--- src/rtl/fetch_unit_if.sv ---
// Fetch-stage bus bundle: imem request/response, redirect, decode handshake.
// The master side is the fetch unit; the slave side is the pipeline around it.
interface fetch_unit_if;
    logic        imem_req_valid;
    logic        imem_req_ready;
    logic [31:0] imem_req_addr;
    logic        imem_rsp_valid;
    logic [31:0] imem_rsp_data;
    logic        redirect_valid;
    logic [31:0] redirect_pc;
    logic        id_valid;
    logic        id_ready;
    logic [31:0] id_instr;
    logic [31:0] id_pc;
    logic [31:0] id_pc_plus4;
    logic        misalign_err;

    modport master (
        output imem_req_valid, imem_req_addr,
        input  imem_req_ready,
        input  imem_rsp_valid, imem_rsp_data,
        input  redirect_valid, redirect_pc,
        output id_valid, id_instr, id_pc, id_pc_plus4,
        input  id_ready,
        output misalign_err
    );

    modport slave (
        input  imem_req_valid, imem_req_addr,
        output imem_req_ready,
        output imem_rsp_valid, imem_rsp_data,
        output redirect_valid, redirect_pc,
        input  id_valid, id_instr, id_pc, id_pc_plus4,
        output id_ready,
        input  misalign_err
    );
endinterface

--- src/rtl/fetch_unit.sv ---
// RV32I fetch stage: PC, imem requests, tagged response queue, redirect flush.
// Define FETCH_ALIGN_CHECK_EN to flag misaligned redirect targets.
module fetch_unit #(
    parameter logic [31:0] RESET_PC   = 32'h0000_0000,
    parameter int          FIFO_DEPTH = 2
) (
    input logic        clk,
    input logic        rst_n,
    fetch_unit_if.master bus
);
    localparam int AW = (FIFO_DEPTH > 1) ? $clog2(FIFO_DEPTH) : 1;
    localparam logic [AW:0] DEPTH = (AW+1)'(FIFO_DEPTH);

    logic [31:0]           fetch_pc;
    logic [31:0]           q_pc    [FIFO_DEPTH];
    logic [31:0]           q_instr [FIFO_DEPTH];
    logic [FIFO_DEPTH-1:0] q_filled;
    logic [AW-1:0]         head, tail, fptr;
    logic [AW:0]           occ, unf;
    // Repeated redirects against a slow memory can stack discards, so
    // this counter is kept wider than the queue.
    logic [7:0]            drop_cnt;
    logic                  run;
    logic                  hv, req_fire, rsp_take, rsp_drop, pop;

    assign hv       = (occ != '0) && q_filled[head];
    assign req_fire = bus.imem_req_valid && bus.imem_req_ready;
    assign rsp_drop = bus.imem_rsp_valid && (drop_cnt != '0);
    assign rsp_take = bus.imem_rsp_valid && (drop_cnt == '0)
                    && (unf != '0);
    assign pop      = hv && bus.id_ready;

    assign bus.imem_req_valid = run && (occ < DEPTH)
                              && !bus.redirect_valid;
    assign bus.imem_req_addr  = fetch_pc;
    assign bus.id_valid       = hv;
    assign bus.id_instr       = hv ? q_instr[head] : '0;
    assign bus.id_pc          = hv ? q_pc[head] : '0;
    assign bus.id_pc_plus4    = hv ? q_pc[head] + 32'd4 : '0;

    always_ff @(posedge clk or negedge rst_n) begin
        if (!rst_n) begin
            run      <= 1'b0;
            fetch_pc <= RESET_PC;
            head     <= '0;
            tail     <= '0;
            fptr     <= '0;
            occ      <= '0;
            unf      <= '0;
            drop_cnt <= '0;
            q_filled <= '0;
            for (int i = 0; i < FIFO_DEPTH; i++) begin
                q_pc[i]    <= '0;
                q_instr[i] <= '0;
            end
        end else begin
            run <= 1'b1;
            if (bus.redirect_valid) begin
                fetch_pc <= {bus.redirect_pc[31:2], 2'b00};
                head     <= '0;
                tail     <= '0;
                fptr     <= '0;
                occ      <= '0;
                unf      <= '0;
                q_filled <= '0;
                drop_cnt <= drop_cnt + 8'(unf)
                          - 8'(rsp_drop) - 8'(rsp_take);
                for (int i = 0; i < FIFO_DEPTH; i++) begin
                    q_pc[i]    <= '0;
                    q_instr[i] <= '0;
                end
            end else begin
                if (rsp_drop)
                    drop_cnt <= drop_cnt - 8'd1;
                if (rsp_take) begin
                    q_instr[fptr]  <= bus.imem_rsp_data;
                    q_filled[fptr] <= 1'b1;
                    fptr           <= fptr + 1'b1;
                end
                if (req_fire) begin
                    q_pc[tail]     <= fetch_pc;
                    q_filled[tail] <= 1'b0;
                    tail           <= tail + 1'b1;
                    fetch_pc       <= fetch_pc + 32'd4;
                end
                if (pop) begin
                    q_filled[head] <= 1'b0;
                    head           <= head + 1'b1;
                end
                occ <= occ + (AW+1)'(req_fire) - (AW+1)'(pop);
                unf <= unf + (AW+1)'(req_fire) - (AW+1)'(rsp_take);
            end
        end
    end

`ifdef FETCH_ALIGN_CHECK_EN
    logic mis;

    always_ff @(posedge clk or negedge rst_n) begin
        if (!rst_n)
            mis <= 1'b0;
        else if (bus.redirect_valid && (bus.redirect_pc[1:0] != 2'b00))
            mis <= 1'b1;
    end

    assign bus.misalign_err = mis;
`else
    assign bus.misalign_err = 1'b0;
`endif
endmodule

--- src/flat_wrapper.sv ---
// flat-port wrapper written by rule: the top's interface ports become plain ports
module fetch_unit_flat 
#(
    parameter logic [31:0] RESET_PC   = 32'h0000_0000,
    parameter int          FIFO_DEPTH = 2
)
  (clk, rst_n, bus_imem_req_valid, bus_imem_req_addr, bus_imem_req_ready, bus_imem_rsp_valid, bus_imem_rsp_data, bus_redirect_valid, bus_redirect_pc, bus_id_valid, bus_id_instr, bus_id_pc, bus_id_pc_plus4, bus_id_ready, bus_misalign_err);
  fetch_unit_if bus_i ();
  input logic clk;
  input logic rst_n;
  output wire logic [$bits(bus_i.imem_req_valid)-1:0] bus_imem_req_valid;
  output wire logic [$bits(bus_i.imem_req_addr)-1:0] bus_imem_req_addr;
  input wire logic [$bits(bus_i.imem_req_ready)-1:0] bus_imem_req_ready;
  input wire logic [$bits(bus_i.imem_rsp_valid)-1:0] bus_imem_rsp_valid;
  input wire logic [$bits(bus_i.imem_rsp_data)-1:0] bus_imem_rsp_data;
  input wire logic [$bits(bus_i.redirect_valid)-1:0] bus_redirect_valid;
  input wire logic [$bits(bus_i.redirect_pc)-1:0] bus_redirect_pc;
  output wire logic [$bits(bus_i.id_valid)-1:0] bus_id_valid;
  output wire logic [$bits(bus_i.id_instr)-1:0] bus_id_instr;
  output wire logic [$bits(bus_i.id_pc)-1:0] bus_id_pc;
  output wire logic [$bits(bus_i.id_pc_plus4)-1:0] bus_id_pc_plus4;
  input wire logic [$bits(bus_i.id_ready)-1:0] bus_id_ready;
  output wire logic [$bits(bus_i.misalign_err)-1:0] bus_misalign_err;
  assign bus_imem_req_valid = bus_i.imem_req_valid;
  assign bus_imem_req_addr = bus_i.imem_req_addr;
  assign bus_i.imem_req_ready = bus_imem_req_ready;
  assign bus_i.imem_rsp_valid = bus_imem_rsp_valid;
  assign bus_i.imem_rsp_data = bus_imem_rsp_data;
  assign bus_i.redirect_valid = bus_redirect_valid;
  assign bus_i.redirect_pc = bus_redirect_pc;
  assign bus_id_valid = bus_i.id_valid;
  assign bus_id_instr = bus_i.id_instr;
  assign bus_id_pc = bus_i.id_pc;
  assign bus_id_pc_plus4 = bus_i.id_pc_plus4;
  assign bus_i.id_ready = bus_id_ready;
  assign bus_misalign_err = bus_i.misalign_err;
  fetch_unit #(.RESET_PC(RESET_PC), .FIFO_DEPTH(FIFO_DEPTH)) u_core (.clk(clk), .rst_n(rst_n), .bus(bus_i));
endmodule
--- config.mk ---
export PLATFORM = sky130hd
export DESIGN_NAME = fetch_unit_flat
export DESIGN_NICKNAME = d
export VERILOG_FILES = /design/src/rtl/fetch_unit_if.sv /design/src/rtl/fetch_unit.sv /design/src/flat_wrapper.sv
export SDC_FILE = /design/constraint.sdc
export NUM_CORES = 1
export LEC_CHECK = 0
export BUFFER_PORTS_ARGS = -buffer_cell sky130_fd_sc_hd__buf_2
export CAP_MARGIN = 25
export CORE_AREA = 2 2 139 141
export DETAILED_ROUTE_END_ITERATION = 10
export DIE_AREA = 0 0 141 143
export PLACE_DENSITY = 0.85
export SLEW_MARGIN = 30
export SYNTH_ARGS = -nofsm -noshare
export SYNTH_HDL_FRONTEND = slang
export SYNTH_SLANG_ARGS = --single-unit
--- constraint.sdc ---
create_clock -name clk -period 4.9 [get_ports clk]
set_input_delay 0.49 -clock clk [delete_from_list [all_inputs] [get_ports clk]]
set_output_delay 0.49 -clock clk [all_outputs]
set_load 0.01 [all_outputs]
==> impl_metrics.ini <==
[detailed_routing]
drcViolationCount = 0
dr_total_vias = 9190
ant_nets = 0
wl_per_cell_um = 16.94
detail_route.first_pass.iterations = 5
drt_wl_total_um = 26860
viasPerCell = 5.798
first_iter_violations = 748

[synthesis]
synth_seq_cells = 174
yosysUniqueCellTypes = 64
syn_area_sq_um = 10060
ys.flop_type = dfrtp_1
synth_top_area_frac = 0.4330
netlist_instances = 1193
async_flop_share = 1.000
yosys.area.top_type = dfrtp_1
synth_enable_flop_cells = 0
syn_avg_cell_area_sq_um = 8.429
ys_top_cells_by_area = dfrtp_1, nand2_1, mux2i_1, o21ai_0, a21oi_1
yosysSeqAreaShare = 0.4330
yosysWarnings = 0

[sta]
maxSlewViolCount = 0
finalSetupViolations = 0
rsz0062_at_grt = no
tightest_slew_ns = 0.7911
hold_viol = 0
finalWorstSetupSlack_ns = 0.8586
setup_tns_ns = 0
timing.fmax_mhz = 247.4
skew_ns = 0.01029
min_period_ns = 4.041
max-slew-margin-rel = 0.4726
fin_crit_sh = 0.8248

[place]
portBuffers = 195
dpl_worst_slack_ns = 1.004
place_congestion = 0.9111
dp_cells = 1550
place_hpwl_um = 18210

[worst_setup_path]
max_stage_delay_ns = 0.88
r2r_slack_ns = 0.92
r2r-end = u_core.drop_cnt[6]
worstSetupStartpoint = u_core.head
r2r-start = u_core.drop_cnt[5]
cp.required_ns = 4.41
crit_top_cell = buf_4
worst_setup_path_end_kind = output pin
reg2reg_depth = 16
crit_slowest_cell = dfrtp_4
setup.worst_path.start_class = register
crit_chain = buf_4, mux2i_1, or2_2, buf_4, nor2_1, mux2_1, buf_2
worstSetupPathType = reg2out
crit_fanout = 52
cp.arrival_ns = 3.55

[global_route]
grt_pass1_vias = 8699
antenna_found_initial = 2
grtUsageTotal = 0.2695
grt-ovfl-total = 0
grt_max_degree = 96
grt_pass1_wl_um = 43690

[layout]
nets = 1431
area_growth_pct = 16.57
drive_gt1_frac = 0.1988
utilization = 0.6309
fin_cells = 1585
n_fill_cell = 1492

[floorplan]
die_w_um = 141
die_h_um = 143
core_sq_um = 18580
ioPinCount = 201
dieArea_sq_um = 20160
initial_utilization = 0.5412
core.rowCount = 50

[clocking]
hold_buffers = 0
post_cts_resized = 0
clockRootBuffer = clkbuf_16
cts_sinks = 174
path_clk_slew_ns = 0.07
tritoncts = yes
insertion_delay_ns = 0.44
clock_path_buffers = 2
numCtsBuffers = 17
cts-htree-levels = 4
post-cts-setup-buffer-count = 0

[pwr]
irDropWorstVdd_uv = 264.2
p_leak_nw = 5.201
power_density_nw_per_um2 = 327.2

[job]
drv_cap = 0

[hold_path]
hold_class = in2async

[outcome]
status = finished, final reports clean
## final cells by class
type	count	area [sq um]	share of cell area
sequential	174	4358	0.3718
antenna	3	7.507	0.0006404
multi-input combinational	896	5189	0.4426
inverter	37	141.4	0.01206
tap	234	292.8	0.02498
clock inverter	15	171.4	0.01462
clock buffer	17	425.4	0.03629
timing repair buffer	209	1137	0.09702
## metrics by stage
| stage | cell area [sq um] | power, mW | hold WS (ns) |
|---|---|---|---|
| after floorplan | 10060 | 2.212 | 0.1944 |
| after global placement | 11040 | 2.422 | 0.4759 |
| after detailed placement | 11110 | 2.475 | 0.4757 |
| after CTS | 11710 | 3.838 | 0.1835 |
| after global routing | 11720 | 4.042 | 0.1794 |
| final | 11720 | 3.836 | 0.1310 |
## placed cells by master (no fill, tap or decap), types with 4 or more instances in the layout
master     instances
nand2_1          298
buf_2            193
dfrtp_1          173
o21ai_0           96
nor2_1            90
a21oi_1           78
mux2i_1           67
inv_1             36
nor3_1            24
xnor2_1           24
ha_1              23
nand4_1           19
nand3_1           19
clkbuf_16         17
xor2_1            13
buf_4             12
and2_1            11
and3_1            11
nor4_1            10
nor3b_1            7
mux2_2             6
o31a_1             6
o311ai_0           6
a211oi_1           5
nand2b_1           5
a31oi_1            5
inv_6              5
nor2b_1            4
nand4b_1           4
o21a_1             4
a21o_1             4
o211ai_1           4
conb_1             4
## cell usage after synthesis (6+ instances only)
master,count
inv_1,36
o31a_1,6
buf_4,8
nor4_1,11
nor2_1,91
and2_1,12
a21oi_1,78
ha_1,23
buf_2,8
nand3_1,19
xor2_1,13
clkbuf_1,63
mux2_2,6
nand4_1,19
nor3_1,25
and3_1,11
xnor2_1,24
o311ai_0,6
nor3b_1,7
nand2_1,298
mux2i_1,67
dfrtp_1,174
o21ai_0,96
## worst max path at each step
stage                     endpoint  slack [ns]  cells after the start
4_1_cts        bus_id_pc_plus4[31]        0.87                      7
5_1_grt         u_core.drop_cnt[6]        0.65                     16
3_3_place_gp    u_core.drop_cnt[6]        1.09                     15
3_5_place_dp    u_core.drop_cnt[6]        1.00                     15
6_report       bus_id_pc_plus4[31]        0.86                      7
2_1_floorplan  bus_id_pc_plus4[28]        1.43                     13
## per-layer routing
| layer | global-route usage | up-vias | wire length [um] |
|---|---|---|---|
| met5 | 0 | - | 0 |
| met4 | 0.1005 | 0 | 612 |
| met3 | 0.04292 | 57 | 1691 |
| met2 | 0.4385 | 373 | 13050 |
| met1 | 0.3669 | 4425 | 11500 |
| li1 | - | 4335 | - |
## worst max-delay path: cells and delay by family (launching register included)
kind	cells	cell delay, ns
mux	2	0.53
flops	1	0.88
buf+inv	3	1.21
simple gates	2	0.47
## state kept, by name, indices dropped and copies added, names as in the netlist
name	cells
u_core.bus.imem_req_addr	30
u_core.drop_cnt	8
u_core.fptr	1
u_core.head	1
u_core.occ	2
u_core.q_filled	2
u_core.q_instr	64
u_core.q_pc	62
u_core.run	1
u_core.tail	1
u_core.unf	2
## power breakdown
part,switching [mW],internal (mW)
Combinational,0.486,0.362
Sequential,0.105,1.52
Clock,0.637,0.728
## logic make-up (layout without fill, tap and decap cells)
family,count (synthesis),in the layout,synth area share
buf+inv,125,278,0.05475
xor+xnor,37,37,0.03223
other cells,2,7,0.0007468
flops,174,174,0.4330
simple gates,527,527,0.2360
mux,74,74,0.07453
fa+ha+maj,26,26,0.03459
compound gates,228,228,0.1341
(Power assumes the default switching activity.)
